### src/rtl/alu8_nibble_seq_pkg.sv
// Shared definitions for the nibble-sequenced 8-bit ALU.
//   alu_op_e   : 3-bit op codes shared with the 4-bit alu and the decoder
//   state_e    : sequencer states IDLE / LO / HI
//   FLAG_*_BIT : bit positions of Z, N, H, C in the CPU F register
//   alu_ctrl_t : op + carry-in pair driven into the 4-bit alu for one pass
package alu8_nibble_seq_pkg;

  typedef enum logic [2:0] {
    ADD = 3'd0,
    ADC = 3'd1,
    SUB = 3'd2,
    SBC = 3'd3,
    AND = 3'd4,
    XOR = 3'd5,
    OR  = 3'd6,
    CP  = 3'd7
  } alu_op_e;

  typedef enum logic [1:0] {
    IDLE = 2'd0,
    LO   = 2'd1,
    HI   = 2'd2
  } state_e;

  localparam int unsigned FLAG_Z_BIT = 7;
  localparam int unsigned FLAG_N_BIT = 6;
  localparam int unsigned FLAG_H_BIT = 5;
  localparam int unsigned FLAG_C_BIT = 4;

  typedef struct packed {
    alu_op_e op;
    logic    cin;
  } alu_ctrl_t;

  // Assemble the F register image from individual flags (low nibble reads 0).
  function automatic logic [7:0] pack_flags(input logic z, input logic n,
                                            input logic h, input logic c);
    logic [7:0] f;
    f             = '0;
    f[FLAG_Z_BIT] = z;
    f[FLAG_N_BIT] = n;
    f[FLAG_H_BIT] = h;
    f[FLAG_C_BIT] = c;
    return f;
  endfunction

endpackage

### src/rtl/alu8_nibble_seq_alu.sv
// Existing 4-bit ALU shared by the execute stage.
//   in_A, in_B : 4-bit operands
//   in_C       : carry (adc) or borrow (sbc) input
//   alu_op     : op code, alu_op_e encoding
//   out        : 4-bit result (cp returns in_A unchanged)
//   out_C      : carry out for add-type ops, borrow out for subtract-type ops,
//                0 for logic ops
module alu
  import alu8_nibble_seq_pkg::*;
(
  input  logic [3:0] in_A,
  input  logic [3:0] in_B,
  input  logic       in_C,
  input  logic [2:0] alu_op,
  output logic [3:0] out,
  output logic       out_C
);

  logic [4:0] wide;

  // Bit 4 of the 5-bit sum/difference is the carry or borrow.
  always_comb begin
    wide = '0;
    case (alu_op_e'(alu_op))
      ADD:     wide = {1'b0, in_A} + {1'b0, in_B};
      ADC:     wide = {1'b0, in_A} + {1'b0, in_B} + {4'b0, in_C};
      SUB, CP: wide = {1'b0, in_A} - {1'b0, in_B};
      SBC:     wide = {1'b0, in_A} - {1'b0, in_B} - {4'b0, in_C};
      AND:     wide = {1'b0, in_A & in_B};
      XOR:     wide = {1'b0, in_A ^ in_B};
      OR:      wide = {1'b0, in_A | in_B};
      default: wide = '0;
    endcase
    out   = (alu_op_e'(alu_op) == CP) ? in_A : wide[3:0];
    out_C = wide[4];
  end

endmodule

### src/rtl/alu8_nibble_seq.sv
// Executes one 8-bit arithmetic/logic instruction by running the shared 4-bit
// alu twice: low nibble (LO) then high nibble (HI). Result and Z/N/H/C flags
// are registered at the end of HI, with a one-cycle done pulse afterwards.
//   clk, rst_n      : clock, asynchronous active-low reset
//   start, ready    : request / idle handshake (start sampled only when ready)
//   op, a, b        : op code (alu_op_e) and 8-bit operands
//   carry_in        : current C flag, consumed by adc/sbc
//   done            : one-cycle pulse when result/flags update
//   result, flag_*  : registered 8-bit result and Z/N/H/C flags
module alu8_nibble_seq
  import alu8_nibble_seq_pkg::*;
(
  input  logic       clk,
  input  logic       rst_n,
  input  logic       start,
  input  logic [2:0] op,
  input  logic [7:0] a,
  input  logic [7:0] b,
  input  logic       carry_in,
  output logic       ready,
  output logic       done,
  output logic [7:0] result,
  output logic       flag_z,
  output logic       flag_n,
  output logic       flag_h,
  output logic       flag_c
);

  state_e     state_q;
  alu_op_e    op_q;
  logic [7:0] a_q;
  logic [7:0] b_q;
  logic       cin_q;
  logic [3:0] lo_res_q;
  logic       lo_c_q;
  logic       ready_q;
  logic       done_q;
  logic [7:0] result_q;
  logic       z_q, n_q, h_q, c_q;

  logic [7:0] result_d;
  logic       z_d, n_d, h_d, c_d;
  logic [7:0] wide_res;

  logic [3:0] alu_a;
  logic [3:0] alu_b;
  alu_ctrl_t  ctrl;
  logic [3:0] alu_out;
  logic       alu_c;

  // Per-pass alu control. Subtract-type ops (including cp) run sub/sbc so the
  // alu's own cp op is never issued; the high pass chains the low pass carry.
  function automatic alu_ctrl_t pass_ctrl(input alu_op_e o, input logic hi_pass,
                                          input logic user_c, input logic lo_c);
    alu_ctrl_t r;
    case (o)
      ADD:     r = hi_pass ? '{op: ADC, cin: lo_c} : '{op: ADD, cin: 1'b0};
      ADC:     r = hi_pass ? '{op: ADC, cin: lo_c} : '{op: ADC, cin: user_c};
      SUB, CP: r = hi_pass ? '{op: SBC, cin: lo_c} : '{op: SUB, cin: 1'b0};
      SBC:     r = hi_pass ? '{op: SBC, cin: lo_c} : '{op: SBC, cin: user_c};
      default: r = '{op: o, cin: 1'b0};
    endcase
    return r;
  endfunction

  always_comb begin
    alu_a = '0;
    alu_b = '0;
    ctrl  = '{op: ADD, cin: 1'b0};
    case (state_q)
      LO: begin
        alu_a = a_q[3:0];
        alu_b = b_q[3:0];
        ctrl  = pass_ctrl(op_q, 1'b0, cin_q, lo_c_q);
      end
      HI: begin
        alu_a = a_q[7:4];
        alu_b = b_q[7:4];
        ctrl  = pass_ctrl(op_q, 1'b1, cin_q, lo_c_q);
      end
      default: ;
    endcase
  end

  alu u_alu (
    .in_A   (alu_a),
    .in_B   (alu_b),
    .in_C   (ctrl.cin),
    .alu_op (ctrl.op),
    .out    (alu_out),
    .out_C  (alu_c)
  );

  // Values written at the end of HI. Z always covers the full 8-bit ALU
  // result; for cp that is a-b, while the visible result stays a.
  always_comb begin
    wide_res = {alu_out, lo_res_q};
    result_d = wide_res;
    z_d      = (wide_res == '0);
    n_d      = 1'b0;
    h_d      = lo_c_q;
    c_d      = alu_c;
    case (op_q)
      SUB, SBC: n_d = 1'b1;
      CP: begin
        result_d = a_q;
        n_d      = 1'b1;
      end
      AND: begin
        h_d = 1'b1;
        c_d = 1'b0;
      end
      XOR, OR: begin
        h_d = 1'b0;
        c_d = 1'b0;
      end
      default: ;
    endcase
  end

  always_ff @(posedge clk or negedge rst_n) begin
    if (!rst_n) begin
      state_q  <= IDLE;
      op_q     <= ADD;
      a_q      <= '0;
      b_q      <= '0;
      cin_q    <= 1'b0;
      lo_res_q <= '0;
      lo_c_q   <= 1'b0;
      ready_q  <= 1'b1;
      done_q   <= 1'b0;
      result_q <= '0;
      z_q      <= 1'b0;
      n_q      <= 1'b0;
      h_q      <= 1'b0;
      c_q      <= 1'b0;
    end else begin
      done_q <= 1'b0;
      case (state_q)
        IDLE: begin
          if (start && ready_q) begin
            state_q <= LO;
            ready_q <= 1'b0;
            op_q    <= alu_op_e'(op);
            a_q     <= a;
            b_q     <= b;
            cin_q   <= carry_in;
          end
        end
        LO: begin
          lo_res_q <= alu_out;
          lo_c_q   <= alu_c;
          state_q  <= HI;
        end
        HI: begin
          state_q  <= IDLE;
          ready_q  <= 1'b1;
          done_q   <= 1'b1;
          result_q <= result_d;
          z_q      <= z_d;
          n_q      <= n_d;
          h_q      <= h_d;
          c_q      <= c_d;
        end
        default: begin
          state_q <= IDLE;
          ready_q <= 1'b1;
        end
      endcase
    end
  end

  assign ready  = ready_q;
  assign done   = done_q;
  assign result = result_q;
  assign flag_z = z_q;
  assign flag_n = n_q;
  assign flag_h = h_q;
  assign flag_c = c_q;

endmodule

### config.mk
export PLATFORM = sky130hd
export DESIGN_NAME = alu8_nibble_seq
export DESIGN_NICKNAME = d
export VERILOG_FILES = /design/src/rtl/alu8_nibble_seq_pkg.sv /design/src/rtl/alu8_nibble_seq_alu.sv /design/src/rtl/alu8_nibble_seq.sv
export SDC_FILE = /design/constraint.sdc
export NUM_CORES = 1
export LEC_CHECK = 0
export CAP_MARGIN = 10
export CORE_MARGIN = 3
export CORE_UTILIZATION = 39
export DETAILED_ROUTE_END_ITERATION = 8
export PLACE_DENSITY_LB_ADDON = 0.2
export SYNTH_ARGS = -nofsm -noshare
export SYNTH_HDL_FRONTEND = slang
export SYNTH_SLANG_ARGS = --single-unit
export TNS_END_PERCENT = 5
### constraint.sdc
create_clock -name clk -period 4.6 [get_ports clk]
set_clock_uncertainty 0.15 [all_clocks]
set_input_delay 0.69 -clock clk [delete_from_list [all_inputs] [get_ports clk]]
set_output_delay 0.69 -clock clk [all_outputs]
set_load 0.005 [all_outputs]
==> metrics.md, run 1 <==
| Metric | Value |
|---|---|
| Status | `finished clean` |
| Share of cells above drive strength 1 | `14.01%` |
| Yosys warning count | `0` |
| Detailed-route DRC error count | `0` |
| CP Launch Type | `register` |
| Ys async rst share | `100.0%` |
| Max_cap viols | `0` |
| Crit-path cells | `inv_1 -> ha_1 -> a22o_1 -> nand2_1 -> inv_1 -> ha_1 -> inv_1 -> fa_1 -> inv_1 -> ha_1 -> xor2_1 -> nand2_1 -> o2bb2ai_1 -> nor4_2 -> a21oi_1 -> a21o_1` |
| GRT Residual Overflow | `0` |
| Cell Rows | `30` |
| Synth top area cells | `dfrtp_1 36%, ha_1 9.0%, mux2_2 8.9%, mux2i_1 3.2%, inv_1 2.8%` |
| Cell count after synthesis | `283` |
| Largest net degree at the start of global routing | `42` |
| Post-CTS Setup Inserts | `0` |
| Die ar. | `around 8200 um^2` |
| Most used DFF post-synth | `dfrtp_1` |
| Detailed-placement wirelength estimate | `5.014 mm` |
| Initial antenna violation count | `0` |
| Die Y | `around 90 um` |
| Total power | `2246 uW` |
| Synth Net Count | `roughly 330` |
| WL per Instance | `15.97 um` |
| Area leader, netlist | `dfrtp_1` |
| Final Setup Violations | `0` |
| Tmin final | `3.892 ns` |
| First-pass GRT wire length | `between 10 and 15 mm` |
| Initial drt markers | `between 100 and 150` |
| Maximum vdd drop | `around 0.00032 V` |
| Post-route ant nets | `0` |
| CTS tree | `yes` |
| WP data arrival | `3.94 ns` |
| Diodes inserted | `0` |
| Setup Crit Path Kind | `register to register` |
| Synth Area per Inst | `between 9 and 10 um^2` |
| Slowest cell on the critical path | `fa_1` |
| Fin cells | `a little over 400` |
| Hold WC Path Type | `register to register` |
| Most numerous cell in the Yosys netlist | `dfrtp_1` |
| Final nets | `358` |
| Critical Path Fanout Max | `15` |
| Starting Density | `approximately two fifths` |
| Gpl congestion | `1.001` |
| Cell variety after synth | `61` |
| Detailed-route via count | `2180` |
| EDFF count, synth | `0` |
| Vias in the first global route | `about 2100` |
| WHS | `0.3440 ns` |
| Final worst path period share | `between 80% and 90%` |
| Setup TNS | `0 ns` |
| Clock Latency Late Sink | `0.30 ns` |
| Port-buffer cells | `36` |
| Area share of the largest cell type after synthesis | `a little over a third` |
| RSZ-0062 raised after global routing | `no` |
| Hold Violations, Final | `0` |
| Placed cell count | `402` |
| Clk sink count | `41` |
| Synth Cell Area | `2795 um^2` |
| #FFs+latches synth | `41` |
| Worst-path clk slew | `0.09 ns` |
| H-tree depth | `2` |
| Total track usage | `16.49%` |
| Power density over cell area | `673.9 nW/um^2` |
| Number of buffers and inverters on the critical path | `4` |
| Most frequent CP cell | `inv_1` |
| Slew @ Worst Pin | `0.9460 ns` |
| Area added between synthesis and finish | `19.25%` |
| Root buffer cell | `clkbuf_8` |
| Critical path's top delay family | `adder cells` |
| Max Freq | `between 200 and 300 MHz` |
| Post-synthesis sequential area ratio | `~37%` |
| Slowest stage delay, CP | `0.57 ns` |
| Most frequent cells after synthesis | `40 x dfrtp_1, 22 x mux2_2, 21 x inv_1, 20 x ha_1, 20 x nand2_1` |
| Via density | `5.317` |
| I/O pin count | `37` |
| Clock Path Buffers | `2` |
| Final number of max-transition violations | `0` |
| 1st-pass router iterations | `6` |
| Core Area | `between 6000 and 7000 um^2` |
| Inserted Clock Buffers | `5` |
| Post-CTS sizing | `0` |
| Final wirelength | `6.547 mm` |
| Req. time, crit path | `4.64 ns` |
| Leak Pwr | `0.001503 uW` |
| Die X | `90.66 um` |
| Crit end category | `register` |
| Post-CTS Hold Buffers | `0` |
| Worst slew margin | `36.76%` |
per-layer routing:
layer / part of all wire, % / vias up / wire length [um] / track usage (%)
li1: - / 1066 / - / -
met1: 48 / 1035 / 3119 / 22.71
met2: 46 / 64 / 3021 / 26.13
met3: 3.8 / 15 / 252 / 2.750
met4: 2.3 / 0 / 153 / 5.867
met5: 0 / - / 0 / 0
final timing paths:
check | from | endpoint | slack, ns | cells past startpoint
hold reg to reg | result[6] | result[6] | 0.34 | 1
hold / removal | result[6] | result[6] | 0.34 | 1
setup reg to reg | state_q[0] | result[6] | 0.71 | 16
max in group asynchronous | rst_n | b_q[4] | 3.35 | 1
min in group asynchronous | rst_n | flag_h | 0.37 | 1
setup / recovery | state_q[0] | result[6] | 0.71 | 16
state kept, by name, indices dropped and copies added (netlist names):
name / count
ready: 1
state_q: 2
flag_z: 1
op_q: 3
result: 8
lo_c_q: 1
done: 1
a_q: 8
cin_q: 1
b_q: 8
lo_res_q: 4
flag_h: 1
flag_c: 1
flag_n: 1
power by group:
part | switching [uW] | internal [uW]
logic | 625 | 571
registers | 158 | 540
clock network | 134 | 218
total | 917 | 1330
cells by family after synthesis:
kind of cell / Yosys count / synth area share [%]
muxes: 31 / 12.09
and+or+nand+nor: 79 / 15.62
buffers and inverters: 37 / 6.177
AOI/OAI and AO/OA: 64 / 16.16
DFF: 41 / 36.75
xor gates and xnor gates: 9 / 2.820
adders and majority gates: 22 / 10.39
layout by cell type, fill, tap and decap left out, types with 5 or more instances in the layout:
cell             instances
a21oi_1                 14
a22o_1                   7
clkbuf_8                 5
clkdlybuf4s50_1         35
dfrtp_1                 40
ha_1                    20
inv_1                   21
mux2_2                  22
mux2i_1                  9
nand2_1                 20
nand2b_1                 6
nand3_1                  7
nor2_1                  17
nor2b_1                  5
o21ai_0                  8
xnor2_1                  5
per-stage QoR:
step	util [%]	area [um^2]	setup slack (ns)
3_3_place_gp	46.52	3196	0.7779
4_1_cts	48.52	3333	0.6952
6_report	48.52	3333	0.7084
3_5_place_dp	46.52	3196	0.7162
2_1_floorplan	-	2795	1.166
5_1_grt	48.52	3333	0.4227
final cells by class:
| cell class | instances | area (um^2) |
|---|---|---|
| multi-input combinational | 205 | 1595 |
| timing repair buffer | 38 | 370.4 |
| fill | 634 | 3536 |
| clock inverter | 3 | 68.82 |
| inverter | 22 | 82.58 |
| clock buffer | 5 | 68.82 |
| sequential | 41 | 1027 |
| tap | 96 | 120.1 |
Note: power is estimated with default switching activity, not from simulation.
==> run 2: changes to the inputs <==
- clock period: 4.6 -> 3.2 ns (I/O delays scaled with it)
==> run 2 against run 1 <==
Clock-buffer cell count increased by 2. Clock power up 11%. Global-route usage is 0.87 points higher. Cell count increased by 7.6%. First-iteration DRC count grew 110%. Total power grew 59%. Design area up 9.5%. Critical endpoint unchanged. Largest cell class unchanged.
==> metrics.md, run 2 (same netlist as run 1, synthesis figures left out) <==
| Metric | Value |
|---|---|
| First-pass GRT wire length | `between 10 and 15 mm` |
| Sequential Area | `1028 um^2` |
| Inserted Clock Buffers | `5` |
| WL per Instance | `15.70 um` |
| Largest net degree at the start of global routing | `42` |
| Vias in the first global route | `between 2000 and 2500` |
| Final Setup Violations | `0` |
| Worst-path clk slew | `0.08 ns` |
| Post-route ant nets | `0` |
| WP data arrival | `3.24 ns` |
| Placed Instance Area | `3426 um^2` |
| Fin cells | `441` |
| 1st-pass router iterations | `5` |
| Tmin final | `3.193 ns` |
| Crit end category | `register` |
| Die Y | `90.66 um` |
| Design area | `3651 um^2` |
| Worst slew margin | `37.43%` |
| Final number of max-transition violations | `0` |
| Share of cells above drive strength 1 | `28.41%` |
| Root buffer cell | `clkbuf_8` |
| Met2 Routed Length | `3.365 mm` |
| Hold WC Path Type | `input pin to asynchronous set/reset pin` |
| Area added between synthesis and finish | `30.62%` |
| Critical Path Fanout Max | `5` |
| Launch point of the worst path | `state_q[1]` |
| Clk sink count | `41` |
| Req. time, crit path | `between 3 and 4 ns` |
| Reg power frac | `27.2%` |
| Via density | `5.268` |
| Final wirelength | `6.922 mm` |
| Final worst path period share | `99.79%` |
| Area occupied by multi-input gates | `1709 um^2` |
| Port-buffer cells | `36` |
| Final nets | `389` |
| Initial antenna violation count | `0` |
| Cell-internal power | `2104 uW` |
| Max_cap viols | `0` |
| Top sig layer | `met4` |
| Setup TNS | `0 ns` |
| Met1 WL | `3.039 mm` |
| Setup Crit Path Kind | `register to register` |
| GRT Residual Overflow | `0` |
| Slew @ Worst Pin | `0.9359 ns` |
| Flop2flop setup slack | `0.007 ns` |
| Hold Violations, Final | `0` |
| Diodes inserted | `0` |
| Cell Rows | `30` |
| Gpl congestion | `0.9352` |
| Die ar. | `~8200 um^2` |
| Core Area | `6869 um^2` |
| Fill cells | `623` |
| Net switching power | `1461 uW` |
| Power density over cell area | `between 900 and 1000 nW/um^2` |
| Max Freq | `313.2 MHz` |
| Initial drt markers | `228` |
| Clk pwr share | `11.0%` |
| Leak Pwr | `approximately 0.0016 uW` |
| Final Util | `~53%` |
| DR WL met3 | `419 um` |
| H-tree depth | `2` |
| Detailed-route DRC error count | `0` |
| RSZ-0062 raised after global routing | `yes` |
| Reg-to-Reg End | `result[6]` |
| Starting Density | `40.69%` |
| Maximum vdd drop | `0.0003809 V` |
| Status | `finished clean` |
| Clock Latency Late Sink | `0.30 ns` |
| CP Launch Type | `register` |
| Die X | `90.66 um` |
| Commonest non-fill, non-tap cell in the layout | `dfrtp_1` |
| Worst Reg2Reg Path Length in Cells | `16` |
| Crit Reg-Reg Startpoint | `state_q[1]` |
| Switching Share | `40.98%` |
| Detailed-placement wirelength estimate | `5.438 mm` |
| I/O pin count | `37` |
| Placed cell count | `about 430` |
| Total track usage | `17.36%` |
| Most frequent cells in the layout | `39 x dfrtp_1, 35 x clkdlybuf4s50_1, 33 x buf_4, 22 x mux2_2, 17 x nor2_1` |
| CTS tree | `yes` |
| WHS | `0.1451 ns` |
| Comb power frac | `61.9%` |
| Clock Path Buffers | `2` |
| Detailed-route via count | `2323` |
-- run 2: cell types whose count changed in the layout (fill, tap and decap cells not counted), moves of 2 or more --
cell       before  now
bufinv_16       2    0
inv_1          21   16
a2bb2oi_1       2    0
buf_4           2   33
inv_2           1    5
nand2_1        20   15
ha_4            0    5
nand2_2         0    5
a2bb2oi_2       0    2
ha_1           20   13
clkbuf_8        5    7
ha_2            0    2
-- run 2: cell type report --
class                   count  area share (%)
multi-input cells         205           46.81
flip-flops and latches     41           28.17
repair buffers             69           16.52
well taps                  96           3.290
clock buffers               7           2.639
inverters                  22           2.330
clock inverters             1          0.2399
-- run 2: repair_timing --
action                                 4_1_cts  5_1_grt
hold buffers                                 0        0
pin swaps                                    3        4
buffers inserted                             0        1
endpoints found under the hold margin        0        0
setup endpoints to repair                    7        9
gates resized for setup                     12       16
-- run 2: power by group through the flow --
stage	registers (uW)	logic [uW]	clock network, uW
finish	968	2210	391
CTS	967	2110	402
global route	997	2430	421
detailed placement	970	2030	0
floorplan	908	1330	0
global placement	963	2010	0
-- run 2: worst max path at each step --
| stage | end | cells after the start |
|---|---|---|
| 6_report | result[6] | 16 |
| 5_1_grt | flag_z | 15 |
| 4_1_cts | flag_z | 15 |
| 3_5_place_dp | flag_z | 14 |
| 3_3_place_gp | result[6] | 14 |
| 2_1_floorplan | result[6] | 17 |
-- run 2: stage by stage --
stage / setup WS (ns) / total power (uW)
final: 0.006664 / 3564
after global routing: -0.1831 / 3850
after CTS: -0.005115 / 3479
after detailed placement: -0.06378 / 3003
after global placement: -0.02353 / 2968
after floorplan: -0.03880 / 2236
-- run 2: metal layers --
layer  track usage [%]  up-vias
li1                  -     1128
met1             22.90     1110
met2             28.47       74
met3             3.583       11
met4             5.485        0
met5                 0        -
-- run 2: critical path: stages (launching register included) --
cell and delay (ns):
dfrtp_1 0.43, inv_2 0.13, ha_4 0.16, a22o_1 0.14, nand2_2 0.07, inv_1 0.06, ha_2 0.17, inv_1 0.06
fa_1 0.50, inv_1 0.05, ha_1 0.22, xor2_1 0.16, nand2_1 0.07, o2bb2ai_1 0.08, nor4_2 0.34, a21oi_1 0.13
a21o_1 0.17
==> run 3: changes to the inputs <==
- ABC_CLOCK_PERIOD_IN_PS: default -> 3200
- SLEW_MARGIN: default -> 20
==> results of run 3 <==
The final DEF is identical to that of run 2; final timing and power are the same.
==> RTL change, RTL diff (config.mk and constraints of run 2) <==
The 3 states of `state_e` get a one-hot encoding in 3 bits.
--- a/src/rtl/alu8_nibble_seq_pkg.sv
+++ b/src/rtl/alu8_nibble_seq_pkg.sv
@@ -16,10 +16,10 @@
     CP  = 3'd7
   } alu_op_e;
 
-  typedef enum logic [1:0] {
-    IDLE = 2'd0,
-    LO   = 2'd1,
-    HI   = 2'd2
+  typedef enum logic [2:0] {
+    IDLE = 3'b001,
+    LO   = 3'b010,
+    HI   = 3'b100
   } state_e;
 
   localparam int unsigned FLAG_Z_BIT = 7;
Check against the original RTL: no difference found for any inputs over 10 cycles, from zero or initial values and one cycle with rst_n low; not proved beyond that.
==> RTL change against run 2 <==
The run now ends with setup timing left. Total power down 29%. Global-route usage grew 2.2 points. Synthesized area down 3.1%. Non-clock buffer count increased by 18. Die area decreased by 2.9%. Core utilization increased by 3.8 points. Via count up 8.0%. Sequential cell count rose by 1. First-iteration DRC count is 50% higher. Wire length is 6.1% higher. Worst setup slack lost 140 ps. Clock power fell by 4%. Critical endpoint unchanged. Cell area is 1.9% higher.
==> RTL change: results <==
export IMPL_outcome="finished, violations left"
export IMPL_failing_checks="setup timing"
export IMPL_via_count_of_the_first_global_routing_pass=2354
export IMPL_ir_drop_v=0.000407
export IMPL_met1_usage=0.276
export IMPL_synth_top_cells_by_count="nand2_1 (84), dfrtp_1 (40), ha_1 (16), inv_1 (16)"
export IMPL_critical_path_arrival_ps=3420
export IMPL_postPlaceCellArea_um2=3510
export IMPL_pre_cts_ws_ps=-266
export IMPL_postSynthNetCount=353
export IMPL_worst_r2r_startpoint="state_q[0]$_DFFE_PN1N_"
export IMPL_synth_cell_type_count=64
export IMPL_starting_drt_drc_count=343
export IMPL_critical_path_top_delay_family="compound AO/OA/AOI/OAI gates"
export IMPL_fin_setup_tns_ps=-436
export IMPL_timing_max_slew_rel_slack=0.384
export IMPL_timing_final_ws_setup_ps=-132
export IMPL_synth_xor_area_frac=0.0342
export IMPL_synth_seq_area_share=0.389
export IMPL_routed_metal_1_wire_length_um=3350
export IMPL_setup_violations=6
export IMPL_r2r_cells=13
export IMPL_nets=429
export IMPL_grt_first_pass_wirelength_um=11800
export IMPL_dp_hpwl_um=5650
export IMPL_post_synth_mux_area_share=0.00924
export IMPL_synthTopCellsByArea="dfrtp_1 (37%), nand2_1 (12%), ha_1 (7.4%)"
export IMPL_drtPass1Iterations=4
export IMPL_grt_max_degree=43
export IMPL_static_leakage_power_nw=1.72
-- RTL change: cell types whose count changed after synthesis, moves of 5 or more --
cell	change
inv_1	-5
nand2_1	+64
mux2i_1	-8
a22oi_1	+7
a22o_1	-7
mux2_2	-22
-- RTL change: worst max path at each step --
stage	startpoint	end	slack, ps	cells past startpoint
5_1_grt	state_q[2]$_DFFE_PN0N_	result[6]$_DFFE_PN0N_	-280	14
4_1_cts	state_q[0]$_DFFE_PN1N_	result[6]$_DFFE_PN0N_	-120	13
6_report	state_q[0]$_DFFE_PN1N_	result[6]$_DFFE_PN0N_	-130	13
3_5_place_dp	state_q[0]$_DFFE_PN1N_	result[6]$_DFFE_PN0N_	-270	13
2_1_floorplan	state_q[0]$_DFFE_PN1N_	result[6]$_DFFE_PN0N_	-310	16
3_3_place_gp	state_q[0]$_DFFE_PN1N_	result[5]$_DFFE_PN0N_	-170	13
-- RTL change: cell type report --
cell class                 instances  area (µm²)
multi-input combinational        235        1650
tap                               77        96.3
sequential                        42        1050
clock buffer                       7        86.3
clock inverter                     1        8.76
fill                             604        2810
inverter                          17        71.3
timing repair buffer              87         751
-- RTL change: timing repair --
action                                  4_1_cts  5_1_grt
pin swaps                                    13        6
endpoints found under the setup margin        9        9
hold buffers                                  0        0
setup buffers                                 4        0
resized for setup                            11        4
-- RTL change: power by group --
part,switching [mW],leakage [nW],internal [mW]
Clock,0.195,0.0489,0.179
Combinational,0.654,1.13,0.612
Sequential,0.151,0.540,0.751
-- RTL change: through the flow --
step | hold WS (ps) | power, mW | cells
after floorplan | 34.4 | 1.62 | 312
after global placement | 303 | 2.08 | 454
after detailed placement | 311 | 2.12 | 454
after CTS | 190 | 2.54 | 466
after global routing | 243 | 2.74 | 466
final | 159 | 2.54 | 466
